$ cat src/rtl/disp_pkg.sv
// Shared constants and helpers for the display scan path.
// The digit select is decoded here so that the top and any future consumers decode it the same way.
package disp_pkg;

    localparam int         NUM_DIG     = 4;
    localparam int         SEL_W       = 2;
    localparam int         BRIGHT_W    = 4;
    localparam logic [3:0] BRIGHT_FULL = 4'hF;

    function automatic logic [NUM_DIG-1:0] dig_onehot(input logic [SEL_W-1:0] sel);
        logic [NUM_DIG-1:0] oh;
        oh = 4'b0000;
        case (sel)
            2'd0:    oh = 4'b0001;
            2'd1:    oh = 4'b0010;
            2'd2:    oh = 4'b0100;
            2'd3:    oh = 4'b1000;
            default: oh = 4'b0000;
        endcase
        return oh;
    endfunction

endpackage

$ cat src/rtl/disp_scan_ctrl_counter.sv
// Modulo-M up counter with hold enable; wrap flags the last count while enabled.
// Used for the slot counter and the digit counter of the scan controller.
module mod_counter #(
    parameter int M = 4,
    localparam int W = (M > 1) ? $clog2(M) : 1
) (
    input  logic         clk,
    input  logic         reset_n,
    input  logic         en,
    output logic [W-1:0] cnt,
    output logic         wrap
);

    localparam logic [W-1:0] LAST = W'(M - 1);

    logic [W-1:0] cnt_r;
    logic         wrap_s;

    // Terminal-count detect, qualified by enable so a frozen counter never wraps.
    always_comb begin
        wrap_s = 1'b0;
        if (en && (cnt_r == LAST)) begin
            wrap_s = 1'b1;
        end else begin
            wrap_s = 1'b0;
        end
    end

    // Count register: advances only while enabled, returns to zero after M-1.
    always_ff @(posedge clk or negedge reset_n) begin
        if (!reset_n) begin
            cnt_r <= {W{1'b0}};
        end else if (en) begin
            if (cnt_r == LAST) begin
                cnt_r <= {W{1'b0}};
            end else begin
                cnt_r <= cnt_r + W'(1);
            end
        end else begin
            cnt_r <= cnt_r;
        end
    end

    assign cnt  = cnt_r;
    assign wrap = wrap_s;

endmodule

$ cat src/rtl/disp_scan_ctrl.sv
// Scan controller for a 4-digit multiplexed display: digit select, blanked and PWM-dimmed anodes.
// Anodes are registered from next-state counter values so select and anode always change together.
module disp_scan_ctrl
    import disp_pkg::*;
#(
    parameter int TICK_DIV  = 100_000,
    parameter int BLANK_CYC = 1_000
) (
    input  logic                clk,
    input  logic                reset_n,
    input  logic                en,
    input  logic [NUM_DIG-1:0]  digit_mask,
    input  logic [BRIGHT_W-1:0] bright,
    output logic [SEL_W-1:0]    sel,
    output logic [NUM_DIG-1:0]  an_n,
    output logic                slot_start
);

    localparam int            CW      = $clog2(TICK_DIV);
    localparam logic [CW-1:0] BLANK_V = CW'(BLANK_CYC);

    if (!((TICK_DIV > BLANK_CYC) && (BLANK_CYC >= 1))) begin : g_param_check
        $error("disp_scan_ctrl: require TICK_DIV > BLANK_CYC >= 1");
    end

    logic [CW-1:0]       cnt_s;
    logic                slot_wrap_s;
    logic [SEL_W-1:0]    sel_s;
    logic                dig_wrap_s;
    logic [CW-1:0]       cnt_nxt_s;
    logic [SEL_W-1:0]    sel_nxt_s;
    logic [BRIGHT_W-1:0] cnt_lo_s;
    logic                blank_done_s;
    logic                pwm_on_s;
    logic [NUM_DIG-1:0]  an_nxt_s;
    logic [NUM_DIG-1:0]  an_n_r;
    logic                slot_start_r;

    mod_counter #(.M(TICK_DIV)) u_slot_cnt (
        .clk     (clk),
        .reset_n (reset_n),
        .en      (en),
        .cnt     (cnt_s),
        .wrap    (slot_wrap_s)
    );

    mod_counter #(.M(NUM_DIG)) u_dig_cnt (
        .clk     (clk),
        .reset_n (reset_n),
        .en      (slot_wrap_s),
        .cnt     (sel_s),
        .wrap    (dig_wrap_s)
    );

    // Next-state view of both counters, mirroring what they will hold after this edge.
    always_comb begin
        cnt_nxt_s = cnt_s;
        sel_nxt_s = sel_s;
        if (!en) begin
            cnt_nxt_s = cnt_s;
        end else if (slot_wrap_s) begin
            cnt_nxt_s = {CW{1'b0}};
        end else begin
            cnt_nxt_s = cnt_s + CW'(1);
        end
        if (!slot_wrap_s) begin
            sel_nxt_s = sel_s;
        end else if (dig_wrap_s) begin
            sel_nxt_s = 2'd0;
        end else begin
            sel_nxt_s = sel_s + 2'd1;
        end
    end

    // The PWM compares against the low nibble of the slot count; narrow counters are zero-extended.
    if (CW >= BRIGHT_W) begin : g_lo_slice
        assign cnt_lo_s = cnt_nxt_s[BRIGHT_W-1:0];
    end else begin : g_lo_ext
        assign cnt_lo_s = BRIGHT_W'(cnt_nxt_s);
    end

    // Lit decision: past the blanking gap, inside the duty window, and digit not masked.
    always_comb begin
        blank_done_s = 1'b0;
        pwm_on_s     = 1'b0;
        an_nxt_s     = 4'hF;
        if (cnt_nxt_s >= BLANK_V) begin
            blank_done_s = 1'b1;
        end else begin
            blank_done_s = 1'b0;
        end
        if ((bright == BRIGHT_FULL) || (cnt_lo_s < bright)) begin
            pwm_on_s = 1'b1;
        end else begin
            pwm_on_s = 1'b0;
        end
        if (en && blank_done_s && pwm_on_s) begin
            an_nxt_s = ~(dig_onehot(sel_nxt_s) & digit_mask);
        end else begin
            an_nxt_s = 4'hF;
        end
    end

    // Output registers for the anodes and the slot-boundary pulse.
    always_ff @(posedge clk or negedge reset_n) begin
        if (!reset_n) begin
            an_n_r       <= 4'hF;
            slot_start_r <= 1'b0;
        end else begin
            an_n_r       <= an_nxt_s;
            slot_start_r <= slot_wrap_s;
        end
    end

    assign sel        = sel_s;
    assign an_n       = an_n_r;
    assign slot_start = slot_start_r;

endmodule

$ cat config.mk
export PLATFORM = sky130hd
export DESIGN_NAME = disp_scan_ctrl
export DESIGN_NICKNAME = d
export VERILOG_FILES = /design/src/rtl/disp_pkg.sv /design/src/rtl/disp_scan_ctrl_counter.sv /design/src/rtl/disp_scan_ctrl.sv
export SDC_FILE = /design/constraint.sdc
export NUM_CORES = 1
export LEC_CHECK = 0
export BUFFER_PORTS_ARGS = -buffer_cell sky130_fd_sc_hd__buf_2
export CORE_MARGIN = 5
export CORE_UTILIZATION = 25
export DETAILED_ROUTE_END_ITERATION = 7
export HOLD_SLACK_MARGIN = 0.03
export PLACE_DENSITY = 0.46
export SYNTH_ARGS = -nofsm -noshare
export SYNTH_HDL_FRONTEND = slang
export SYNTH_SLANG_ARGS = --single-unit
$ cat constraint.sdc
create_clock -name clk -period 2.4 [get_ports clk]
set_input_delay 0.36 -clock clk [delete_from_list [all_inputs] [get_ports clk]]
set_output_delay 0.36 -clock clk [all_outputs]
set_load 0.05 [all_outputs]
==> results of run 1 <==
state kept, by name, indices dropped and copies added, names as in the netlist:
register        cells
u_slot_cnt.cnt     17
u_dig_cnt.cnt       2
an_n                4
slot_start          1
what timing repair did:
action | 4_1_cts | 5_1_grt
gates resized for setup | 0 | 1
endpoints found under the setup margin | 4 | 4
pin swaps | 2 | 2
cloned | 0 | 0
buffers inserted | 1 | 1
area by class of cell:
cell class | instances | share of cell area
Clock buffer | 3 | 0.02216
Inverter | 9 | 0.01813
Tap cell | 75 | 0.05037
Multi-Input combinational cell | 111 | 0.4258
Timing Repair Buffer | 41 | 0.1424
Sequential cell | 24 | 0.3250
Clock inverter | 1 | 0.01612
per-layer routing:
layer / vias up / share of wire
met5: - / 0
met4: 0 / 0.0072
met3: 2 / 0.051
met2: 36 / 0.45
met1: 568 / 0.49
li1: 622 / -
cell families (layout without fill, tap and decap cells):
family | after synthesis | count (layout)
flops | 24 | 24
mux | 2 | 2
buf+inv | 15 | 54
compound gates | 21 | 21
fa+ha+maj | 5 | 5
simple gates | 67 | 67
xor+xnor | 16 | 16
cells in the mapped netlist, types with 2 or more instances:
cell type	number	area share
nand3_1	5	0.017
nand2_1	13	0.033
dfstp_2	4	0.071
a21oi_1	5	0.017
o2111ai_1	2	0.012
xor2_1	8	0.047
or3_1	3	0.013
buf_6	3	0.023
o22ai_1	3	0.013
nor4_1	6	0.025
nor2_1	7	0.018
dfrtp_1	20	0.34
and2_2	5	0.025
nor3_1	3	0.010
nand4_1	11	0.047
xnor2_1	8	0.047
inv_1	8	0.020
ha_1	5	0.042
o21ai_0	7	0.024
mux2i_1	2	0.014
report_power, final:
group / total, uW / internal (uW) / switching (uW)
registers: 496 / 447 / 49.2
clock network: 356 / 223 / 133
logic: 359 / 165 / 194
total: 1210 / 835 / 377
worst max path at each step:
stage          slack [ns]      end  cells past startpoint          startpoint
4_1_cts             -0.07  an_n[3]                      9  u_slot_cnt.cnt[11]
3_3_place_gp        -0.07  an_n[3]                      9   u_slot_cnt.cnt[8]
5_1_grt             -0.25  an_n[3]                      9  u_slot_cnt.cnt[11]
6_report            -0.06  an_n[3]                      9   u_slot_cnt.cnt[8]
3_5_place_dp        -0.13  an_n[3]                      9   u_slot_cnt.cnt[8]
2_1_floorplan       -0.12  an_n[3]                     10  u_slot_cnt.cnt[11]
worst max-delay path, stage by stage (launching register included):
cell and delay, ns:
dfrtp_1 0.38, or4b_4 0.54, nor4_4 0.33, buf_4 0.16, buf_4 0.10, buf_4 0.12
nand2_2 0.15, a311oi_4 0.31, o211ai_2 0.18, o2111ai_1 0.12
per-stage QoR:
stage                     setup TNS (ns)  hold WS, ns  total power, uW  area (um^2)  worst slack, ns
final                            -0.1953      0.06447             1211         1863         -0.06110
after global routing             -0.9694       0.1151             1298         1863          -0.2478
after CTS                        -0.2422      0.07597             1228         1852         -0.07159
after detailed placement         -0.4678       0.3788            864.0         1773          -0.1265
after global placement           -0.2347       0.3885            862.2         1773         -0.07263
after floorplan                  -0.3999      0.06441            728.0         1480          -0.1183
==> impl_metrics.py, run 1 <==
metrics = {
    "placed_design": {
        "place_congestion": 0.7714,
        "numPortBuffers": 17,
        "hpwlAfterDp_um": 2866,
        "place_inst": 258,
    },
    "timing": {
        "fin_crit_ns": 2.461,
        "hold_viol_final": 0,
        "timing.fmax_mhz": 406.3,
        "fin_crit_sh": 1.025,
        "layout_setup_ws_ns": -0.06110,
        "relSlewSlack": 0.6388,
        "tightest_slew_ns": 0.5418,
        "finalMaxSlewViolations": 0,
        "finalSetupViolCount": 4,
        "grt_setup_unrepaired": "yes",
        "worst_clock_skew_ns": 0.009350,
    },
    "worst_setup_path": {
        "regToRegEndpoint": "an_n[3]",
        "r2r_start": "u_slot_cnt.cnt[8]",
        "ff2ff_setup_slack_ns": -0.06,
        "reg2reg_depth": 9,
        "crit_required_ns": 2.60,
        "timing_worst_setup_path_type": "register to register",
        "critPathLaunchType": "register",
        "cp.arrival_ns": 2.66,
        "end_kind": "register",
        "worstPathMaxFanout": 7,
    },
    "grt": {
        "grtUsageMet2": 0.1601,
        "grtUsageMet3": 0.02271,
        "met1_usage": 0.1501,
        "grt_pass1_wl_um": 6161,
        "antenna_found_initial": 0,
        "grt_overflow": 0,
        "grt_busiest_layer": "met2",
        "grt_usage": 0.1060,
        "grt_pass1_vias": 1231,
        "grt_start_max_net_pins": 25,
    },
    "floorplan": {
        "die_y_um": 86.88,
        "core_area_um2": 5851,
        "initial_utilization": 0.2526,
        "die_width_um": 86.88,
        "dieArea_um2": 7548,
        "num_rows": 28,
        "io_pins": 18,
    },
    "cts": {
        "clk_pin_slew_ns": 0.09,
        "htreeDepth": 1,
        "cts_buffers": 3,
        "cts_tree": "yes",
        "postCtsHoldBufs": 0,
        "clock_path_buffers": 2,
        "clk_latency_ns": 0.27,
        "cts.sinks": 24,
        "cts-root-buf": "clkbuf_8",
    },
    "logic_synthesis": {
        "yosysWarnings": 0,
        "ys.flop_type": "dfrtp_1",
        "synth_edf_count": 0,
        "synth_cell_types": 42,
        "yosysSeqAreaShare": 0.4098,
        "synth_mux_area_frac": 0.01355,
        "synth_seq_cells": 24,
        "async_flop_share": 1.000,
        "synth_top_family_by_area": "simple AND/OR/NAND/NOR gates",
        "syn-num-nets": 166,
        "synthAdderAreaFrac": 0.04234,
        "synth_compound_area_frac": 0.1016,
        "synth_area_per_cell_um2": 9.851,
        "syn_inst": 150,
        "syn_area_um2": 1478,
        "synth-simple-area-share": 0.2803,
        "synth-xor-area-share": 0.09483,
    },
    "final_layout": {
        "mostFrequentLayoutCells": "buf_4, dfrtp_1, buf_2",
        "fillers": 617,
        "multi_input_area_um2": 793.3,
        "layout.cells.non_filler": 264,
        "n_antenna_cell": 0,
        "final_util": 0.3184,
        "layout_commonest_cell": "buf_4",
        "area_delta_synth_final_pct": 26.08,
        "fin_nets": 206,
        "seqCellArea_um2": 605.6,
        "drive_above_1_share": 0.3386,
    },
    "routing": {
        "route.detailed.drc": 0,
        "routedWlPerCell_um": 13.69,
        "vias": 1228,
        "ant_nets": 0,
        "drt_pass1_iterations": 4,
        "vias_per_cell": 4.652,
        "first_iter_violations": 47,
        "routed_wl_um": 3614,
    },
    "pwr": {
        "max-vdd-ir-drop_mv": 0.2912,
        "power.density_nw_per_um2": 650.3,
        "p_leak_uw": 0.0008697,
    },
    "flow_run": {
        "maxCapViolations": 0,
    },
    "status": {
        "violations": "negative setup slack",
        "status": "finished, violations left",
    },
    "hold_path": {
        "holdCritPathClass": "input pin to asynchronous set/reset pin",
    },
}
No activity file was read; power rests on OpenSTA's default activity.
==> run 2: changes to the inputs <==
--- a/config.mk
+++ b/config.mk
@@ -5,12 +5,13 @@
 export SDC_FILE = /design/constraint.sdc
 export NUM_CORES = 1
 export LEC_CHECK = 0
-export BUFFER_PORTS_ARGS = -buffer_cell sky130_fd_sc_hd__buf_2
+export ABC_AREA = 0
 export CORE_MARGIN = 5
 export CORE_UTILIZATION = 25
 export DETAILED_ROUTE_END_ITERATION = 7
+export DONT_BUFFER_PORTS = 1
 export HOLD_SLACK_MARGIN = 0.03
-export PLACE_DENSITY = 0.46
+export PLACE_DENSITY = 0.44
 export SYNTH_ARGS = -nofsm -noshare
 export SYNTH_HDL_FRONTEND = slang
 export SYNTH_SLANG_ARGS = --single-unit
==> run 2 against run 1 <==
Effect of this change: the run still ends with negative setup slack left; fmax shrank 2.3%; sequential share of layout area grew 1.4 points; global-route usage shrank 0.33 points.
==> impl_metrics.py, run 2 (synthesized netlist as in run 1, its figures left out) <==
metrics = {
    "final_layout": {
        "largest_reg_flops": 17,
        "multi_input_area_um2": 803.3,
        "layout_commonest_cell": "buf_4",
        "n_antenna_cell": 0,
        "final_util": 0.3054,
        "mostFrequentLayoutCells": "buf_4, dfrtp_1, nand2_1",
        "area_delta_synth_final_pct": 20.91,
        "seqCellArea_um2": 605.6,
        "drive_above_1_share": 0.2791,
        "fin_nets": 189,
        "fillers": 609,
    },
    "worst_setup_path": {
        "timing_worst_setup_path_type": "register to register",
        "ff2ff_setup_slack_ns": -0.12,
        "regToRegEndpoint": "an_n[0]",
        "cp.arrival_ns": 2.70,
        "worstPathMaxFanout": 4,
        "reg2reg_depth": 10,
        "r2r_start": "u_slot_cnt.cnt[8]",
        "critPathLaunchType": "register",
        "crit_required_ns": 2.59,
        "end_kind": "register",
    },
    "routing": {
        "vias": 1204,
        "routedWlPerCell_um": 14.50,
        "drt_pass1_iterations": 4,
        "vias_per_cell": 4.874,
        "route.detailed.drc": 0,
        "first_iter_violations": 74,
        "ant_nets": 0,
        "routed_wl_um": 3581,
    },
    "cts": {
        "clock_path_buffers": 2,
        "clk_latency_ns": 0.27,
        "cts.sinks": 24,
        "clk_pin_slew_ns": 0.09,
        "cts_tree": "yes",
        "cts_buffers": 3,
        "cts-root-buf": "clkbuf_8",
        "htreeDepth": 1,
    },
    "grt": {
        "grt_pass1_vias": 1225,
        "grt_start_max_net_pins": 25,
        "grt_overflow": 0,
        "antenna_found_initial": 0,
        "grt_usage": 0.1028,
        "grt_pass1_wl_um": 6051,
    },
    "timing": {
        "grt_setup_unrepaired": "yes",
        "relSlewSlack": 0.5938,
        "fin_crit_ns": 2.520,
        "finalSetupViolCount": 4,
        "timing.fmax_mhz": 396.9,
        "layout_setup_ws_ns": -0.1196,
        "tightest_slew_ns": 0.6093,
        "fin_crit_sh": 1.050,
        "hold_viol_final": 0,
        "fin_setup_tns_ns": -0.4408,
        "fin_hold_ws_ns": 0.1662,
        "finalMaxSlewViolations": 0,
        "worst_clock_skew_ns": 0.001563,
    },
    "floorplan": {
        "initial_utilization": 0.2526,
        "num_rows": 28,
        "dieArea_um2": 7548,
        "core_area_um2": 5851,
        "io_pins": 18,
        "die_width_um": 86.88,
        "die_y_um": 86.88,
    },
    "placed_design": {
        "hpwlAfterDp_um": 2722,
        "place_congestion": 0.8020,
        "numPortBuffers": 0,
    },
    "status": {
        "violations": "negative setup slack",
        "status": "finished, violations left",
    },
    "hold_path": {
        "holdPathEnd": "u_slot_cnt.cnt[3]",
        "hp-start": "en",
        "holdCritPathClass": "input pin to register",
        "min_delay_path_depth": 1,
    },
    "pwr": {
        "p_total_uw": 1135,
        "p_leak_uw": 0.0008024,
        "max-vdd-ir-drop_mv": 0.2543,
        "power.density_nw_per_um2": 635.1,
    },
    "flow_run": {
        "maxCapViolations": 0,
    },
}
run 2: what timing repair did:
item                                   CTS  global route
buffers inserted                         0             2
hold buffers                             2             0
pin swaps                                2             6
setup endpoints to repair                4             4
endpoints found under the hold margin   24             0
resized for setup                        0             3
run 2: power by group:
part	switching, uW	internal [uW]	total [uW]
registers	47.5	447	494
clock network	135	147	282
logic	192	167	359
total	374	761	1130
run 2: layout make-up:
| cell class | count | share of cell area |
|---|---|---|
| Multi-Input combinational cell | 111 | 0.4496 |
| Sequential cell | 24 | 0.3389 |
| Timing Repair Buffer | 24 | 0.1092 |
| Tap cell | 75 | 0.05252 |
| Clock buffer | 4 | 0.03081 |
| Inverter | 9 | 0.01891 |
run 2: worst max-delay path by stage:
stage / start / end / slack (ns)
6_report: u_slot_cnt.cnt[8] / an_n[0] / -0.12
5_1_grt: u_slot_cnt.cnt[8] / an_n[1] / -0.21
4_1_cts: u_slot_cnt.cnt[11] / an_n[0] / -0.13
3_5_place_dp: u_slot_cnt.cnt[8] / an_n[0] / -0.15
3_3_place_gp: u_slot_cnt.cnt[8] / an_n[0] / -0.11
2_1_floorplan: u_slot_cnt.cnt[11] / an_n[3] / -0.12
run 2: per-stage QoR:
step / cells / setup slack [ns] / instance area (um^2)
after global placement: 239 / -0.1102 / 1673
after detailed placement: 239 / -0.1507 / 1673
after CTS: 245 / -0.1341 / 1758
final: 247 / -0.1196 / 1787
after global routing: 247 / -0.2070 / 1787
after floorplan: 150 / -0.1183 / 1480
run 2: worst max-delay path, cell delays in order, from the launching register on:
cell and delay (ns):
dfrtp_1 0.39, or4b_4 0.55, nor4_4 0.34, buf_4 0.18, a21oi_2 0.06, ha_1 0.29
a21oi_1 0.14, o21ai_1 0.07, o21ai_1 0.13, and2_4 0.18, nand4_1 0.09
run 2: layer usage:
layer | routed length [um] | up-vias | GRT usage
met5 | 0 | - | 0
met4 | 47 | 0 | 0.03399
met3 | 247 | 5 | 0.03217
met2 | 1629 | 35 | 0.1615
met1 | 1657 | 580 | 0.1335
li1 | - | 584 | -
==> run 3: changes to the inputs <==
--- a/config.mk
+++ b/config.mk
@@ -7,11 +7,12 @@
 export LEC_CHECK = 0
 export ABC_AREA = 0
 export CORE_MARGIN = 5
-export CORE_UTILIZATION = 25
+export CORE_UTILIZATION = 40
 export DETAILED_ROUTE_END_ITERATION = 7
 export DONT_BUFFER_PORTS = 1
 export HOLD_SLACK_MARGIN = 0.03
-export PLACE_DENSITY = 0.44
+export PLACE_DENSITY = 0.6
+export SKIP_CTS_REPAIR_TIMING = 1
 export SYNTH_ARGS = -nofsm -noshare
 export SYNTH_HDL_FRONTEND = slang
 export SYNTH_SLANG_ARGS = --single-unit
==> run 3 against run 2 <==
Effect of this change: critical path type unchanged; largest power group unchanged; count of clock-buffer cells in the layout shrank 1; power grew 4.9%; the flow still finishes with violations (negative setup slack); critical path depth shrank 1; sequential share of layout area grew 1.5 points; highest routed layer unchanged; cell count shrank 14%; wire length shrank 10%.
==> impl_metrics.py, run 3 (synthesized netlist as in run 1, its figures left out) <==
metrics = {
    "final_layout": {
        "area_delta_synth_final_pct": 15.92,
        "layout_commonest_cell": "dfrtp_1",
        "mostFrequentLayoutCells": "dfrtp_1, buf_4, nand2_1",
        "fin_nets": 182,
        "n_antenna_cell": 0,
        "fillers": 353,
        "drive_above_1_share": 0.2424,
        "layout.cells.non_filler": 213,
        "largest_reg_flops": 17,
    },
    "floorplan": {
        "die_width_um": 70.78,
        "dieArea_um2": 5010,
        "io_pins": 18,
        "core_area_um2": 3633,
        "die_y_um": 70.78,
        "num_rows": 22,
        "initial_utilization": 0.4067,
    },
    "pwr": {
        "netSwitchingFraction": 0.3097,
        "max-vdd-ir-drop_mv": 0.3109,
        "p_sw_uw": 368.6,
        "p_leak_uw": 0.0007748,
        "clkPwrFrac": 0.305,
        "combinationalPowerShare": 0.282,
        "power.density_nw_per_um2": 694.9,
        "p_int_uw": 821.8,
        "p_total_uw": 1190,
        "p_seq_frac": 0.413,
    },
    "cts": {
        "cts_tree": "yes",
        "htreeDepth": 1,
        "cts-root-buf": "clkbuf_8",
        "clk_latency_ns": 0.27,
        "clock_path_buffers": 2,
        "cts.sinks": 24,
        "clk_pin_slew_ns": 0.09,
        "cts_buffers": 3,
    },
    "routing": {
        "route.detailed.drc": 0,
        "ant_nets": 0,
        "vias_per_cell": 5.554,
        "routedWlPerCell_um": 15.05,
        "drt_pass1_iterations": 4,
        "first_iter_violations": 91,
        "vias": 1183,
        "routed_wl_um": 3205,
    },
    "grt": {
        "grt_pass1_vias": 1089,
        "grt_usage": 0.1350,
        "grt_start_max_net_pins": 25,
        "grt_overflow": 0,
        "antenna_found_initial": 0,
        "grt_pass1_wl_um": 5395,
    },
    "hold_path": {
        "holdCritPathClass": "input pin to register",
    },
    "status": {
        "status": "finished, violations left",
        "violations": "negative setup slack",
    },
    "timing": {
        "grt_setup_unrepaired": "yes",
        "fin_hold_ws_ns": 0.1627,
        "tightest_slew_ns": 0.6073,
        "relSlewSlack": 0.5952,
        "layout_setup_ws_ns": -0.1163,
        "timing.fmax_mhz": 397.4,
        "worst_clock_skew_ns": 0.005553,
        "hold_viol_final": 0,
        "fin_crit_sh": 1.048,
        "finalMaxSlewViolations": 0,
        "finalSetupViolCount": 4,
        "fin_crit_ns": 2.516,
    },
    "placed_design": {
        "dpl_worst_slack_ns": -0.1047,
        "place_inst": 206,
        "place_congestion": 0.8184,
        "hpwlAfterDp_um": 2369,
        "numPortBuffers": 0,
    },
    "worst_setup_path": {
        "cp_num_buf_inv": 0,
        "end_kind": "register",
        "path_delay_family": "simple AND/OR/NAND/NOR gates",
        "crit_required_ns": 2.59,
        "crit_chain": "or4_4 -> nor4_4 -> o22ai_2 -> ha_1 -> o211ai_1 -> nor3_1 -> o21ai_1 -> and2_4 -> o2111ai_1",
        "cpPeakStageDelay_ns": 0.56,
        "cp_slowest_cell": "or4_4",
        "worstPathMaxFanout": 4,
        "critPathLaunchType": "register",
        "cp.arrival_ns": 2.70,
        "timing_worst_setup_path_type": "register to register",
    },
    "flow_run": {
        "maxCapViolations": 0,
    },
}
## run 3: cell types whose count changed in the layout (fill, tap and decap cells not counted)
cell / delta
a21oi_1: +1
a21oi_2: -1
bufinv_16: +1
clkbuf_8: -1
buf_4: -7
## run 3: metal layers
metal | global-route usage | vias up | part of all wire
met2 | 0.2091 | 50 | 0.47
met3 | 0.04830 | 2 | 0.081
met1 | 0.1776 | 555 | 0.44
met5 | 0 | - | 0
li1 | - | 576 | -
met4 | 0.03967 | 0 | 0.0059
## run 3: path summary, 6_finish.rpt
check,from,endpoint,slack [ns],depth (start not counted)
max reg2reg,u_slot_cnt.cnt[11],an_n[3],-0.12,9
min in group asynchronous,reset_n,u_slot_cnt.cnt[2],0.52,2
min,en,u_slot_cnt.cnt[3],0.16,1
min reg2reg,u_slot_cnt.cnt[8],u_slot_cnt.cnt[8],0.59,2
max in group asynchronous,reset_n,an_n[1],1.65,2
max,u_slot_cnt.cnt[11],an_n[3],-0.12,9
## run 3: power by group through the flow
stage | Clock (uW) | Combinational (uW) | Sequential, uW
after global placement | 0 | 312 | 497
final | 363 | 336 | 492
after floorplan | 0 | 230 | 498
after CTS | 370 | 318 | 490
after global routing | 388 | 374 | 495
after detailed placement | 0 | 313 | 498
## run 3: area by class of cell
type,instances,area [um^2],area share
multi-input cells,111,799.5,0.4668
flip-flops and latches,24,605.6,0.3535
repair buffers,17,142.6,0.08327
well taps,48,60.06,0.03506
clock buffers,3,41.29,0.02411
inverters,9,33.78,0.01972
clock inverters,1,30.03,0.01753
## run 3: metrics by stage
step,util,setup TNS (ns),area (um^2)
2_1_floorplan,-,-0.3999,1480
3_3_place_gp,0.4387,-0.03057,1594
3_5_place_dp,0.4387,-0.3407,1594
4_1_cts,0.4583,-0.4827,1665
5_1_grt,0.4714,-1.004,1713
6_report,0.4714,-0.3687,1713
## run 3: worst reg2reg max path, stage by stage (launching register included)
cell	delay, ns
dfrtp_1	0.38
or4_4	0.56
nor4_4	0.37
o22ai_2	0.12
ha_1	0.28
o211ai_1	0.22
nor3_1	0.09
o21ai_1	0.14
and2_4	0.17
o2111ai_1	0.10
